===== src/rtl/rsa_io_pkg.sv =====
// Shared types and constants for the interpreter byte-to-UART path.
package rsa_io_pkg;

  typedef enum logic [1:0] {IDLE, START, DATA, STOP} uart_state_t;

  localparam logic [7:0] IDLE_CODE_DEFAULT = 8'd127;

  function automatic int clks_per_bit(input int clk_hz, input int baud);
    return clk_hz / baud;
  endfunction

endpackage


===== src/rtl/byte_fifo.sv =====
// Circular byte buffer; a push into a full FIFO is still taken when a pop shares the cycle.
module byte_fifo #(
  parameter int DATA_W = 8,
  parameter int DEPTH  = 16,
  localparam int AW    = $clog2(DEPTH)
) (
  input  logic              clk,
  input  logic              reset,
  input  logic              push,
  input  logic [DATA_W-1:0] din,
  input  logic              pop,
  output logic [DATA_W-1:0] dout,
  output logic              full,
  output logic              empty,
  output logic [AW:0]       count
);

  logic [DATA_W-1:0] mem_q [DEPTH];
  logic [AW-1:0]     wr_ptr_q, rd_ptr_q;
  logic [AW:0]       count_q;
  logic              wr_en, rd_en;

  assign full  = (count_q == (AW+1)'(DEPTH));
  assign empty = (count_q == '0);
  assign wr_en = push & (~full | pop);
  assign rd_en = pop & ~empty;
  assign dout  = mem_q[rd_ptr_q];
  assign count = count_q;

  always_ff @(posedge clk or posedge reset) begin
    if (reset) begin
      wr_ptr_q <= '0;
      rd_ptr_q <= '0;
      count_q  <= '0;
    end else begin
      if (wr_en) wr_ptr_q <= wr_ptr_q + AW'(1);
      if (rd_en) rd_ptr_q <= rd_ptr_q + AW'(1);
      case ({wr_en, rd_en})
        2'b10:   count_q <= count_q + (AW+1)'(1);
        2'b01:   count_q <= count_q - (AW+1)'(1);
        default: count_q <= count_q;
      endcase
    end
  end

  // Storage carries no reset so it can map onto plain register/RAM cells.
  always_ff @(posedge clk) begin
    if (wr_en) mem_q[wr_ptr_q] <= din;
  end

endmodule


===== src/rtl/rsa_byte_uart_tx.sv =====
// Captures interpreter result bytes (dropping the idle code), buffers them and sends UART 8N1.
// IDLE: line high, pop when data | START: start bit | DATA: 8 bits LSB first | STOP: stop bit
module rsa_byte_uart_tx
  import rsa_io_pkg::*;
#(
  parameter int         CLK_HZ     = 50_000_000,
  parameter int         BAUD       = 115_200,
  parameter int         FIFO_DEPTH = 16,
  parameter logic [7:0] IDLE_CODE  = IDLE_CODE_DEFAULT,
  localparam int        CNT_W      = $clog2(FIFO_DEPTH) + 1
) (
  input  logic             clk,
  input  logic             reset,
  input  logic             byte_strobe,
  input  logic [7:0]       byte_in,
  output logic             tx,
  output logic             busy,
  output logic             overflow,
  output logic [CNT_W-1:0] fifo_count
);

  localparam int CPB = clks_per_bit(CLK_HZ, BAUD);
  localparam int BW  = (CPB > 1) ? $clog2(CPB) : 1;

  logic [2:0]    sync_q;
  logic [7:0]    dly1_q, dly2_q;
  logic          push, pop;
  logic [7:0]    fifo_dout;
  logic          fifo_full, fifo_empty;
  uart_state_t   state_q, state_d;
  logic [BW-1:0] baud_q, baud_d;
  logic [2:0]    bit_q, bit_d;
  logic [7:0]    shift_q, shift_d;
  logic          tx_q, tx_d;
  logic          busy_q, ovf_q;
  logic          baud_last;

  // Data rides two stages so it lines up with the synchronised strobe edge.
  assign push      = sync_q[1] & ~sync_q[2] & (dly2_q != IDLE_CODE);
  assign baud_last = (baud_q == BW'(CPB - 1));

  byte_fifo #(.DATA_W(8), .DEPTH(FIFO_DEPTH)) u_fifo (
    .clk   (clk),
    .reset (reset),
    .push  (push),
    .din   (dly2_q),
    .pop   (pop),
    .dout  (fifo_dout),
    .full  (fifo_full),
    .empty (fifo_empty),
    .count (fifo_count)
  );

  always_comb begin
    state_d = state_q;
    baud_d  = baud_q + BW'(1);
    bit_d   = bit_q;
    shift_d = shift_q;
    pop     = 1'b0;
    tx_d    = 1'b1;
    case (state_q)
      IDLE: begin
        baud_d = '0;
        if (!fifo_empty) begin
          pop     = 1'b1;
          shift_d = fifo_dout;
          state_d = START;
        end
      end
      START: begin
        tx_d = 1'b0;
        if (baud_last) begin
          baud_d  = '0;
          bit_d   = '0;
          state_d = DATA;
        end
      end
      DATA: begin
        tx_d = shift_q[0];
        if (baud_last) begin
          baud_d  = '0;
          shift_d = {1'b0, shift_q[7:1]};
          if (bit_q == 3'd7) state_d = STOP;
          else               bit_d   = bit_q + 3'd1;
        end
      end
      STOP: begin
        if (baud_last) begin
          baud_d = '0;
          // Chain straight into the next frame so back-to-back bytes leave no gap.
          if (!fifo_empty) begin
            pop     = 1'b1;
            shift_d = fifo_dout;
            state_d = START;
          end else begin
            state_d = IDLE;
          end
        end
      end
      default: state_d = IDLE;
    endcase
  end

  always_ff @(posedge clk or posedge reset) begin
    if (reset) begin
      sync_q  <= '0;
      dly1_q  <= '0;
      dly2_q  <= '0;
      state_q <= IDLE;
      baud_q  <= '0;
      bit_q   <= '0;
      shift_q <= '0;
      tx_q    <= 1'b1;
      busy_q  <= 1'b0;
      ovf_q   <= 1'b0;
    end else begin
      sync_q  <= {sync_q[1:0], byte_strobe};
      dly1_q  <= byte_in;
      dly2_q  <= dly1_q;
      state_q <= state_d;
      baud_q  <= baud_d;
      bit_q   <= bit_d;
      shift_q <= shift_d;
      tx_q    <= tx_d;
      busy_q  <= (state_q != IDLE) | ~fifo_empty;
      ovf_q   <= ovf_q | (push & fifo_full & ~pop);
    end
  end

  assign tx       = tx_q;
  assign busy     = busy_q;
  assign overflow = ovf_q;

endmodule


===== config.mk =====
export PLATFORM = sky130hd
export DESIGN_NAME = rsa_byte_uart_tx
export DESIGN_NICKNAME = d
export VERILOG_FILES = /design/src/rtl/rsa_io_pkg.sv /design/src/rtl/byte_fifo.sv /design/src/rtl/rsa_byte_uart_tx.sv
export SDC_FILE = /design/constraint.sdc
export NUM_CORES = 1
export LEC_CHECK = 0
export ABC_CLOCK_PERIOD_IN_PS = 3800
export BUFFER_PORTS_ARGS = -buffer_cell sky130_fd_sc_hd__buf_2
export CORE_UTILIZATION = 45
export DETAILED_ROUTE_END_ITERATION = 10
export PLACE_DENSITY_LB_ADDON = 0.12
export SLEW_MARGIN = 20
export SYNTH_ARGS = -nofsm -noshare
export SYNTH_HDL_FRONTEND = slang
export SYNTH_SLANG_ARGS = --single-unit

===== constraint.sdc =====
create_clock -name clk -period 3.8 [get_ports clk]
set_input_delay 0.19 -clock clk [delete_from_list [all_inputs] [get_ports clk]]
set_output_delay 0.19 -clock clk [all_outputs]
set_load 0.01 [all_outputs]

==> results.env <==
OUTCOME='finished clean'
CTS.HOLD.BUFFERS_ADDED=10
SYNTH-EDFF-COUNT=128
SYNTH_NETS=472
STARTPOINT_TYPE='register'
VDD_DROP_MAX_mV=0.400
CTS.REPAIR.RESIZED=0
FINALWIRELENGTH_MM=14.7
CTS-ROOT-TO-SINK-BUFFERS=2
DIE_HEIGHT_UM=132
COMMONEST_NON_FILL_NON_TAP_CELL_IN_THE_LAYOUT='sky130_fd_sc_hd__edfxtp_1'
DETAILEDROUTE.FIRSTPASSITERATIONCOUNT=4
FP.DIEAREA_MM2=0.0174
NETLIST_INSTANCES=444
CRITICAL_PATH_ARRIVAL_PS=3390
LAYOUT-DRIVE-GT1-SHARE_PCT=23.7
ANTENNA_VIOLATING_NETS_LEFT=0
GP_ROUTABILITY_CONGESTION=0.786
WORST-R2R-SETUP-SLACK_PS=720
CTS.SINK_COUNT=185
HP_CLASS='primary input to asynchronous set/reset pin'
FINALNETCOUNT=523
INITIAL_CORE_UTIL_PCT=45.9
YOSYSUNIQUECELLTYPES=49
POWER.DENSITY_CELL_AREA_mW_PER_MM2=718
TIMING.MAX_SLEW.REL_SLACK_PCT=40.0
NUM-FILL-CELLS=1314
MAX-CAP-VIOLATIONS=0
CLK_PIN_SLEW_WORST_PATHS_PS=70
CTSHTREEMAXLEVEL=4
IO-PIN-COUNT=19
POWER_LEAKAGE_uW=0.00313
REG2REGPATHDEPTH=12
SYNTH.YOSYS.SEQ_AREA_SHARE_PCT=69.5
GRT_FIRST_PASS_WIRELENGTH_MM=23.4
CLK_LATENCY_PS=420
STD_CELL_ROWS=47
CTSROOTBUFFERMASTER='sky130_fd_sc_hd__clkbuf_16'
MIN_PERIOD_OVER_PERIOD_PCT=81.0
FINALCLOCKSKEW_PS=6.86
DRC_ERRORS=0
WL_PER_CELL_UM=20.3
SETUP_VIOL=0
INITIAL_ANTENNA_VIOLATION_COUNT=0
TIMING.FMAX_GHz=0.325
SYNTH_ASYNC_SR_FLOP_SHARE_PCT=30.8
BUSIEST_LAYER='met2'
ROUTE.VIAS.TOTAL=4005
CRITPATHCAPTURETYPE='register'
AVGSYNTHCELLAREA_UM2=17.1
SETUP_REPAIR_AFTER_GLOBAL_ROUTING_MISSED_ITS_MARGIN='false'
GRT_UTIL_ALL_LAYERS_PCT=18.4
FIRST_GLOBAL_VIAS=4115
POSTLAYOUTCOREUTIL_PCT=52.7
COUNT_OF_ENDPOINTS_FAILING_HOLD_IN_THE_FINAL_TIMING_REPORT=0
NETLIST_AREA_MM2=0.00759
YS_SEQ_ELEMENTS=185
CRITICAL_PATH.MAX_FANOUT=7
NUMBER_OF_BUFFERS_ADDED_FOR_SETUP_AFTER_CTS=0
CELL_TYPES_OCCUPYING_THE_MOST_AREA_AFTER_SYNTHESIS='sky130_fd_sc_hd__edfxtp_1 (51%), sky130_fd_sc_hd__dfrtp_1 (18%), sky130_fd_sc_hd__mux4_2 (9.5%)'
SYNTHDOMINANTCELLAREASHARE_PCT=50.7
POSTSYNTH.TOPFLOPCELL='sky130_fd_sc_hd__edfxtp_1'
SYN_TO_FINAL_GROWTH_PCT=14.9
CRIT-REG2REG-LAUNCH='baud_q[1]'
DRT_VIA_DENSITY=5.52
MOSTFREQUENTLAYOUTCELLS='sky130_fd_sc_hd__edfxtp_1 (128), sky130_fd_sc_hd__dfrtp_1 (55), sky130_fd_sc_hd__mux4_2 (32)'
SYNTH_TOP_CELL_BY_AREA='sky130_fd_sc_hd__edfxtp_1'
COREAREA_MM2=0.0165
GR-USAGE-MET2_PCT=29.2
GRT_USE_MET1_PCT=25.4
PLACE.DETAILED.HPWL_MM=9.69
GLOBALROUTEMET3UTIL_PCT=3.65
IO_PORT_BUFS=18
WORST_EP_REQUIRED_TIME_PS=4110
SYNTH_WARNINGS=0
WORST_R2R_ENDPOINT='u_fifo.count[4]'
TIGHTEST_SLEW_PS=900
CRIT_TYPE='register to register'
ANTENNADIODECOUNT=0
FIN_TOTAL_PWR_uW=6260
FP.DIEW_UM=132
DRV_SLEW=0
GLOBALROUTE.TOTALOVERFLOW=0
SETUP-TNS-FINAL_PS=0
NUMBER_OF_CTS_INSERTED_BUFFERS=17
POST_LAYOUT_NONFILLER_INSTANCES=726
FINALCRITICALPERIOD_PS=3080
PLACE_AREA_MM2=0.00806
PLACED_CELLS_INCL_TAPS=686
GRT_START_MAX_NET_PINS=36
DRT-INITIAL-DRC-COUNT=328
TRITONCTS_CLOCK_TREE='yes'
FINALINSTANCEAREA_MM2=0.00871
-- flip-flops by register name, indices dropped and copies added, names as in the netlist, 4 cells and up --
name             cells
u_fifo.count         5
u_fifo.mem_q       128
u_fifo.rd_ptr_q      4
dly2_q               8
baud_q               9
shift_q              8
u_fifo.wr_ptr_q      4
dly1_q               8
-- layer usage --
metal / vias up / share of wire [%]
met5: - / 0
met4: 0 / 1.6
met3: 16 / 3.6
met2: 78 / 49
met1: 2060 / 46
li1: 1851 / -
-- where the power goes --
part | switching [µW] | internal, µW
clock | 726 | 962
combinational | 965 | 905
sequential | 290 | 2410
total | 1980 | 4280
-- synth_stat cells, drive strengths merged, types with 2 or more instances --
| cell | number |
|---|---|
| a211oi | 2 |
| nand4b | 2 |
| nor4 | 2 |
| inv | 9 |
| o21ai | 5 |
| a2bb2oi | 8 |
| a2111oi | 8 |
| nand3 | 11 |
| xnor2 | 8 |
| clkbuf | 16 |
| xor2 | 11 |
| a211o | 2 |
| dfrtp | 56 |
| a22o | 5 |
| a22oi | 16 |
| ha | 17 |
| edfxtp | 128 |
| mux2 | 6 |
| nand2 | 12 |
| nor4b | 5 |
| nand4 | 2 |
| a21oi | 7 |
| nor2b | 6 |
| mux4 | 32 |
| nor3 | 14 |
| a21o | 8 |
| nand2b | 2 |
| nor2 | 21 |
| and3 | 2 |
| buf | 8 |
-- stage by stage --
stage          hold WS [ps]  setup WS (ps)
6_report                332            721
5_1_grt                 355            466
4_1_cts                 341            719
3_5_place_dp            245            709
3_3_place_gp            237            869
2_1_floorplan           221            638
-- kinds of logic after synthesis --
logic type	share of synthesized area [%]
mux	10.4
xor+xnor	2.19
fa+ha+maj	2.80
buf+inv	2.01
flops	69.5
simple gates	6.32
compound gates	6.75
-- worst max path at each step --
stage	from	end	slack, ps
2_1_floorplan	u_fifo.count[1]	u_fifo.count[4]	640
3_3_place_gp	baud_q[1]	u_fifo.count[4]	870
3_5_place_dp	baud_q[1]	u_fifo.count[4]	710
4_1_cts	baud_q[1]	u_fifo.count[4]	720
5_1_grt	baud_q[1]	u_fifo.count[2]	470
6_report	baud_q[1]	u_fifo.count[4]	720
-- critical path, stage by stage (launching register included) --
cell and delay [ps]:
sky130_fd_sc_hd__dfrtp_1 410, sky130_fd_sc_hd__inv_1 70, sky130_fd_sc_hd__ha_1 150, sky130_fd_sc_hd__and4b_1 330
sky130_fd_sc_hd__a31oi_1 160, sky130_fd_sc_hd__nor3_1 500, sky130_fd_sc_hd__ha_1 430, sky130_fd_sc_hd__xor2_1 110
sky130_fd_sc_hd__ha_1 220, sky130_fd_sc_hd__a211o_1 300, sky130_fd_sc_hd__nand3_1 80, sky130_fd_sc_hd__a21oi_1 80
sky130_fd_sc_hd__xnor2_1 130
-- final cells by class --
| type | instances | area (µm²) | area share, % |
|---|---|---|---|
| multi-input cells | 226 | 2160 | 24.8 |
| well taps | 220 | 275 | 3.16 |
| flip-flops and latches | 185 | 5270 | 60.5 |
| inverters | 9 | 33.8 | 0.388 |
| clock inverters | 11 | 125 | 1.44 |
| clock buffers | 19 | 433 | 4.97 |
| repair buffers | 56 | 413 | 4.74 |
(Power assumes the default switching activity.)
